===== src/rtl/wt_cache_pkg.sv =====
// Shared types for the write-through cache memory path.
//   mem_req_t  : one downstream request beat {addr, we, wdata, be, id}
//   mem_rtrn_t : one downstream return beat {id, data}
//   id encoding: {src, tid}, src 0 = I$, 1 = D$
package wt_cache_pkg;

  localparam int unsigned ADDR_W = 64;
  localparam int unsigned DATA_W = 64;
  localparam int unsigned BE_W   = DATA_W / 8;
  localparam int unsigned RTRN_W = 128;
  localparam int unsigned TID_W  = 2;
  localparam int unsigned ID_W   = TID_W + 1;

  localparam logic SRC_ICACHE = 1'b0;
  localparam logic SRC_DCACHE = 1'b1;

  typedef enum logic {
    OUT_EMPTY = 1'b0,
    OUT_FULL  = 1'b1
  } out_state_e;

  typedef struct packed {
    logic [ADDR_W-1:0] addr;
    logic              we;
    logic [DATA_W-1:0] wdata;
    logic [BE_W-1:0]   be;
    logic [ID_W-1:0]   id;
  } mem_req_t;

  typedef struct packed {
    logic [ID_W-1:0]   id;
    logic [RTRN_W-1:0] data;
  } mem_rtrn_t;

endpackage


===== src/rtl/wt_mem_arbiter.sv =====
// Merges I$ and D$ write-through request streams onto one memory port,
// tracks outstanding transactions per source and routes returns back.
// Widths come from wt_cache_pkg; MAX_OUT bounds outstanding txns per source.
//   icache_* / dcache_*     : request in (held until ack), combinational ack out
//   mem_req_*               : registered downstream request, valid/ready
//   mem_rtrn_*              : downstream return (no backpressure)
//   *_rtrn_vld/tid, rtrn_data_o : registered returns, one cycle after mem_rtrn
//   idle_o, err_o           : registered status, err_o sticky until reset
module wt_mem_arbiter
  import wt_cache_pkg::*;
#(
  parameter int unsigned MAX_OUT = 4
) (
  input  logic              clk_i,
  input  logic              rst_ni,
  input  logic              icache_data_req_i,
  output logic              icache_data_ack_o,
  input  logic [ADDR_W-1:0] icache_addr_i,
  input  logic [TID_W-1:0]  icache_tid_i,
  input  logic              dcache_data_req_i,
  output logic              dcache_data_ack_o,
  input  logic [ADDR_W-1:0] dcache_addr_i,
  input  logic              dcache_we_i,
  input  logic [DATA_W-1:0] dcache_wdata_i,
  input  logic [BE_W-1:0]   dcache_be_i,
  input  logic [TID_W-1:0]  dcache_tid_i,
  output logic              mem_req_valid_o,
  input  logic              mem_req_ready_i,
  output logic [ADDR_W-1:0] mem_req_addr_o,
  output logic              mem_req_we_o,
  output logic [DATA_W-1:0] mem_req_wdata_o,
  output logic [BE_W-1:0]   mem_req_be_o,
  output logic [ID_W-1:0]   mem_req_id_o,
  input  logic              mem_rtrn_valid_i,
  input  logic [ID_W-1:0]   mem_rtrn_id_i,
  input  logic [RTRN_W-1:0] mem_rtrn_data_i,
  output logic              icache_rtrn_vld_o,
  output logic [TID_W-1:0]  icache_rtrn_tid_o,
  output logic              dcache_rtrn_vld_o,
  output logic [TID_W-1:0]  dcache_rtrn_tid_o,
  output logic [RTRN_W-1:0] rtrn_data_o,
  output logic              idle_o,
  output logic              err_o
);

  localparam int unsigned CNT_W = $clog2(MAX_OUT + 1);

  out_state_e state_q, state_d;
  mem_req_t   req_q, req_d;
  logic       prio_q, prio_d;   // source favoured on the next contention
  mem_rtrn_t  rtrn;

  logic       can_load, drain;
  logic [1:0] elig, gnt_vec, rtrn_hit, below_max, cnt_zero, busy_d;

  assign rtrn     = {mem_rtrn_id_i, mem_rtrn_data_i};
  assign drain    = (state_q == OUT_FULL) & mem_req_ready_i;
  // register can take a new request when empty or emptying this cycle
  assign can_load = (state_q == OUT_EMPTY) | mem_req_ready_i;

  assign elig[0] = icache_data_req_i & below_max[0];
  assign elig[1] = dcache_data_req_i & below_max[1];

  assign rtrn_hit[0] = mem_rtrn_valid_i & (rtrn.id[TID_W] == SRC_ICACHE);
  assign rtrn_hit[1] = mem_rtrn_valid_i & (rtrn.id[TID_W] == SRC_DCACHE);

  // 2-way round robin: lone eligible source wins, otherwise the favoured one
  always_comb begin
    gnt_vec = 2'b00;
    if (can_load) begin
      if (elig[0] & (~elig[1] | (prio_q == SRC_ICACHE))) gnt_vec[0] = 1'b1;
      else if (elig[1])                                  gnt_vec[1] = 1'b1;
    end
  end

  assign icache_data_ack_o = gnt_vec[0];
  assign dcache_data_ack_o = gnt_vec[1];

  // Outstanding counters; a return against an empty counter is not counted
  for (genvar g = 0; g < 2; g++) begin : gen_cnt
    logic [CNT_W-1:0] cnt_q, cnt_d;
    logic             inc, dec;

    assign inc = gnt_vec[g];
    assign dec = rtrn_hit[g] & (cnt_q != '0);

    always_comb begin
      cnt_d = cnt_q;
      if (inc & ~dec)      cnt_d = cnt_q + CNT_W'(1);
      else if (dec & ~inc) cnt_d = cnt_q - CNT_W'(1);
    end

    always_ff @(posedge clk_i or negedge rst_ni) begin
      if (!rst_ni) cnt_q <= '0;
      else         cnt_q <= cnt_d;
    end

    assign below_max[g] = cnt_q < CNT_W'(MAX_OUT);
    assign cnt_zero[g]  = (cnt_q == '0);
    assign busy_d[g]    = (cnt_d != '0);
  end

  // Output register next state: load on grant, empty on drain without grant
  always_comb begin
    state_d = state_q;
    req_d   = req_q;
    prio_d  = prio_q;
    if (gnt_vec[0]) begin
      state_d     = OUT_FULL;
      req_d.addr  = icache_addr_i;
      req_d.we    = 1'b0;
      req_d.wdata = '0;
      req_d.be    = '1;
      req_d.id    = {SRC_ICACHE, icache_tid_i};
      prio_d      = SRC_DCACHE;
    end else if (gnt_vec[1]) begin
      state_d     = OUT_FULL;
      req_d.addr  = dcache_addr_i;
      req_d.we    = dcache_we_i;
      req_d.wdata = dcache_wdata_i;
      req_d.be    = dcache_be_i;
      req_d.id    = {SRC_DCACHE, dcache_tid_i};
      prio_d      = SRC_ICACHE;
    end else if (drain) begin
      state_d     = OUT_EMPTY;
    end
  end

  always_ff @(posedge clk_i or negedge rst_ni) begin
    if (!rst_ni) begin
      state_q <= OUT_EMPTY;
      req_q   <= '0;
      prio_q  <= SRC_ICACHE;
    end else begin
      state_q <= state_d;
      req_q   <= req_d;
      prio_q  <= prio_d;
    end
  end

  assign mem_req_valid_o = (state_q == OUT_FULL);
  assign mem_req_addr_o  = req_q.addr;
  assign mem_req_we_o    = req_q.we;
  assign mem_req_wdata_o = req_q.wdata;
  assign mem_req_be_o    = req_q.be;
  assign mem_req_id_o    = req_q.id;

  // Return routing and status registers
  always_ff @(posedge clk_i or negedge rst_ni) begin
    if (!rst_ni) begin
      icache_rtrn_vld_o <= 1'b0;
      dcache_rtrn_vld_o <= 1'b0;
      icache_rtrn_tid_o <= '0;
      dcache_rtrn_tid_o <= '0;
      rtrn_data_o       <= '0;
      idle_o            <= 1'b1;
      err_o             <= 1'b0;
    end else begin
      icache_rtrn_vld_o <= rtrn_hit[0];
      dcache_rtrn_vld_o <= rtrn_hit[1];
      if (rtrn_hit[0])      icache_rtrn_tid_o <= rtrn.id[TID_W-1:0];
      if (rtrn_hit[1])      dcache_rtrn_tid_o <= rtrn.id[TID_W-1:0];
      if (mem_rtrn_valid_i) rtrn_data_o       <= rtrn.data;
      idle_o <= ~busy_d[0] & ~busy_d[1] & (state_d == OUT_EMPTY);
      err_o  <= err_o | (rtrn_hit[0] & cnt_zero[0]) | (rtrn_hit[1] & cnt_zero[1]);
    end
  end

endmodule


===== config.mk =====
export PLATFORM = sky130hd
export DESIGN_NAME = wt_mem_arbiter
export DESIGN_NICKNAME = d
export VERILOG_FILES = /design/src/rtl/wt_cache_pkg.sv /design/src/rtl/wt_mem_arbiter.sv
export SDC_FILE = /design/constraint.sdc
export NUM_CORES = 1
export LEC_CHECK = 0
export ABC_AREA = 1
export CORE_AREA = 8 8 233 235
export DETAILED_ROUTE_END_ITERATION = 7
export DIE_AREA = 0 0 241 243
export PLACE_DENSITY = 0.52
export SLEW_MARGIN = 20
export SYNTH_ARGS = -nofsm -noshare
export SYNTH_HDL_FRONTEND = slang
export SYNTH_SLANG_ARGS = --single-unit

===== constraint.sdc =====
create_clock -name clk_i -period 4.75 [get_ports clk_i]
set_input_delay 0.7125 -clock clk_i [delete_from_list [all_inputs] [get_ports clk_i]]
set_output_delay 0.7125 -clock clk_i [all_outputs]
set_load 0.03 [all_outputs]

# ---- Word level (Yosys, flattened, before mapping)
# Index checks and enable logic that the tools add are counted.
dict set report totals {
  inputBits 342
  out_inout_bits 279
  elab_cells 75
  regBits 284
}
dict set report op_classes {
  n_mux 15
  magnitude_cmp 2
  addsub 4
  bitwise 31
  n_reduce_logical 7
}
# cell n
set ops {}
lappend ops {{$mux W140} 2}
lappend ops {{$and A1 B1 Y1} 16}
lappend ops {{$mux W3} 4}
lappend ops {{$reduce_bool A3 Y1} 4}
lappend ops {{$not A1 Y1} 11}
lappend ops {{$mux W1} 8}
lappend ops {{$add A3 B1 Y3 const B} 2}
lappend ops {{$logic_not A3 Y1} 2}
lappend ops {{$lt A3 B3 Y1 const B} 2}
lappend ops {{$sub A3 B1 Y3 const B} 2}
lappend ops {{$or A1 B1 Y1} 4}
lappend ops {{$mux W2} 1}
lappend ops {{$reduce_bool A2 Y1} 1}

# ---- Depth between registers and ports, before layout
dict set report logic_depth {
  depth_word 15
  mapped_depth 12
}

# ---- Worst setup path after synthesis
# OpenSTA, ideal clock, no wires.
dict set report synth_timing {
  kind {input -> output}
  start {input port icache_data_req_i}
  end {output port icache_data_ack_o}
  cell_stages 5
  path_buffers 1
  arrival_time_ns 1.613
  t_required_ns 4.038
  slack_ns 2.425
  cell_sequence {inv_1 -> nor2_4 -> nand3_2 -> inv_1 -> clkbuf_1}
}
dict set report synth_via {
  elab_chain_len 4
}
# element line
set synth_rtl {}
lappend synth_rtl {{start, declared} wt_mem_arbiter.sv:16} ;# input logic icache_data_req_i,
lappend synth_rtl {{$and A1 B1 Y1} wt_mem_arbiter.sv:61} ;# assign elig[0] = icache_data_req_i & below_max[0];
lappend synth_rtl {{$and A1 B1 Y1} wt_mem_arbiter.sv:71} ;# if (elig[0] & (~elig[1] | (prio_q == SRC_ICACHE))) gnt_vec[0] = 1'b1;
lappend synth_rtl {{$mux W1} wt_mem_arbiter.sv:71}
lappend synth_rtl {{$mux W2} wt_mem_arbiter.sv:70} ;# if (can_load) begin
lappend synth_rtl {{end, declared} wt_mem_arbiter.sv:17} ;# output logic icache_data_ack_o,
# No other way between the ends.

# ---- Final worst setup path
dict set report layout_timing {
  start {input port dcache_data_req_i}
  end {output port dcache_data_ack_o}
}
dict set report layout_via {
  elab_chain_len 6
  word_cells_on_any_way 7
}
# element line
set layout_rtl {}
lappend layout_rtl {{start, declared} wt_mem_arbiter.sv:20} ;# input logic dcache_data_req_i,
lappend layout_rtl {{$and A1 B1 Y1 (*)} wt_mem_arbiter.sv:62} ;# assign elig[1] = dcache_data_req_i & below_max[1];
lappend layout_rtl {{$not A1 Y1} wt_mem_arbiter.sv:71}
lappend layout_rtl {{$or A1 B1 Y1} wt_mem_arbiter.sv:71}
lappend layout_rtl {{$and A1 B1 Y1} wt_mem_arbiter.sv:71}
lappend layout_rtl {{$mux W1 (*)} wt_mem_arbiter.sv:71}
lappend layout_rtl {{$mux W2 (*)} wt_mem_arbiter.sv:70}
lappend layout_rtl {{end, declared} wt_mem_arbiter.sv:21} ;# output logic dcache_data_ack_o,
# Every way passes the cells marked *; elsewhere a longest branch is shown, timed or not.

==> metrics.txt <==
Pwr Total=11.2 mW; clock root buffer=clkbuf_16; Seq/Total Area, Yosys=64.4%; crit path cell chain=clkdlybuf4s50_1 > nand2_1 > nor2_2 > nand2_2 > inv_4 > clkdlybuf4s50_1; Crit-path slowest cell=clkdlybuf4s50_1; Crit. path cell count=6; Final Skew=0.0111 ns; largest net degree at the start of global routing=132; Syn Area/Cell=12.4 um^2; worst-skew pair later-pin latency=0.54 ns; # DRC=0; final slew viol count=0; Max H-tree Level=2; Core ar.=50700 um^2; Hold/Removal Path Class=input pin to asynchronous set/reset pin; post-synthesis mux area share=13.1%; CP Data Required Time=4.04 ns; Max IR drop VDD=0.341 mV; Area Growth Syn to Fin=73.3%; number of buffers created by CTS=36; Leak Pwr=8.15 nW; slew margin rel.=35.1%; Top delay family on crit path=buffers and inverters; Tmin final=3.24 ns; GPL Wtd Cong=0.836; Routed Antenna Nets=0; layout cells sized above 1=13.5%; cell total after placement=2151; largest family of logic cells by synthesized area=multiplexers; number of global-route vias before repair=9977; first-pass GRT wire length=67200 um; Synth Register Bits=284; clock sink count=284; fill count=5097; Mapped Cells=893; RSZ-0062 raised after global routing=false; clk buf depth=3; status=finished, final reports clean; # port buffers=620; total negative setup slack=0 ns; most frequent cells in the layout=clkdlybuf4s50_1, dfrtp_1, nand2_1, mux2_2, nand3_1; Site Rows=83; DIE AREA=58600 um^2; DR vias=9328; MaxCap Viol Count=0; post-synthesis cell type count=26; routed len/inst=20.9 um; grt ovf=0; CP endpoint kind=output port; footprint of the multi-input gates=3550 um^2; initial antenna violation count=5; Die X=241 um; Die Span Y=243 um; crit path DAT=2.53 ns; Final Setup Violations=0; xor and xnor area share after synthesis=0.0794%; Register Area=7110 um^2; Synth Area in Compound Gates=6.16%; fin nets=1857; Global Route Usage Sum=15.1%; commonest non-fill, non-tap cell in the layout=clkdlybuf4s50_1; synthesized cell area=11000 um^2; Final period util=68.3%; CTS hold repair buffers=0; Max Freq=308 MHz; critical path class=input pin to output port; Syn. warnings=0; 1st-iter DRT viols=411; worst-case reg-to-reg path depth=7; Worst-path clk slew=0.05 ns; Buf/Inv on CP=3; Non-Filler Instances=2216; Pwr per Cell Area=588 nW/um^2; Syn Nets=1241; DRT Pass-1 Iters=7; WL final=46300 um; CP most frequent cell=clkdlybuf4s50_1; CP peak stage delay=0.69 ns; Post-CTS Setup Bufs=0; Final Hold Fails=0; Adder-Cell Fraction of Synth Area=0.680%; crit-path max FO=11; CTS tree=yes; DP HPWL=34800 um; startpoint types=input pin; drt via density=4.21; post-CTS sizing=0; Worst Tran Pin Value=0.973 ns; Initial Util=21.8%; Ports=621; simple-gate area share of the yosys netlist=12.2%
[worst paths after layout]
check / from / to / slack [ns]
setup / recovery: dcache_data_req_i / dcache_data_ack_o / 1.51
hold / removal: rst_ni / rtrn_data_o[70] / 0.27
setup reg to reg: gen_cnt[0].cnt_q[2] / mem_req_wdata_o[55] / 2.44
hold reg to reg: mem_req_addr_o[36] / mem_req_addr_o[36] / 0.48
max in group asynchronous: rst_ni / mem_req_wdata_o[36] / 3.42
min in group clk_i: mem_req_addr_o[36] / mem_req_addr_o[36] / 0.48
[area by class of cell]
cell class	instances	area share (%)
Timing Repair Buffer	628	33.1
Clock inverter	9	0.576
Clock buffer	54	5.65
Multi-Input combinational cell	535	18.5
Tap cell	680	4.45
Antenna cell	2	0.0262
Sequential cell	284	37.2
Inverter	24	0.497
[worst register-to-register path: stages, from the launching register on]
cell and delay, ns:
dfrtp_1 0.44, nor2_4 0.16, nand2_2 0.08, nand2_2 0.27, nand2_4 0.18, inv_4 0.50
buf_12 0.36, a22o_1 0.25
[metrics by stage]
step | area [um^2] | util [%] | hold slack [ns] | worst slack (ns)
after CTS | 19100 | 37.7 | 0.326 | 1.49
final | 19100 | 37.7 | 0.265 | 1.51
after floorplan | 11000 | - | 0.417 | 2.42
after detailed placement | 17900 | 35.4 | 0.468 | 1.50
after global placement | 17900 | 35.4 | 0.464 | 1.51
after global routing | 19100 | 37.7 | 0.361 | 1.42
[kinds of logic (layout without fill, tap and decap cells)]
family	Yosys count	after routing
AND/OR/NAND/NOR	320	320
XOR/XNOR	1	1
AO/OA/AOI/OAI	80	80
adder cells (fa/ha/maj)	6	6
other	0	2
buffers and inverters	74	715
flip-flops	284	284
multiplexers	128	128
[sequential cells by signal (all words and copies together), names as in the netlist]
name,count
idle_o,1
dcache_rtrn_tid_o,2
mem_req_addr_o,64
err_o,1
prio_q,1
icache_rtrn_tid_o,2
rtrn_data_o,128
mem_req_be_o,8
icache_rtrn_vld_o,1
mem_req_valid_o,1
mem_req_id_o,3
mem_req_wdata_o,64
mem_req_we_o,1
gen_cnt.cnt_q,6
dcache_rtrn_vld_o,1
[layer usage]
| layer | GRT usage (%) | wire length [um] |
|---|---|---|
| met3 | 6.99 | 5240 |
| met2 | 25.9 | 22800 |
| met1 | 16.5 | 17200 |
| met5 | 0 | 42 |
| met4 | 4.17 | 1010 |
[Yosys cell counts]
master | count | area [um^2]
nand3_1 | 73 | 365
mux2_2 | 128 | 1440
buf_1 | 1 | 3.75
ha_1 | 6 | 75.1
buf_4 | 7 | 52.6
nand4_1 | 1 | 6.26
nor2_2 | 2 | 12.5
nor2_4 | 1 | 11.3
inv_2 | 4 | 15.0
nand3b_1 | 2 | 15.0
o21ai_0 | 6 | 30.0
dfstp_2 | 1 | 26.3
o22a_1 | 8 | 70.1
buf_2 | 32 | 160
a22o_1 | 65 | 569
nand2_4 | 1 | 11.3
inv_1 | 20 | 75.1
nand2_1 | 228 | 856
clkbuf_1 | 5 | 18.8
buf_6 | 5 | 56.3
xor2_1 | 1 | 8.76
nand3_2 | 2 | 20.0
nand2_2 | 3 | 18.8
dfrtp_1 | 283 | 7080
a221o_1 | 1 | 10.0
nor2_1 | 7 | 26.3
[report_power, final]
| part | switching [mW] | internal, mW |
|---|---|---|
| clock network | 1.08 | 1.68 |
| registers | 0.429 | 3.15 |
| logic | 2.87 | 2.03 |
Power figures use the tool's default switching activity.
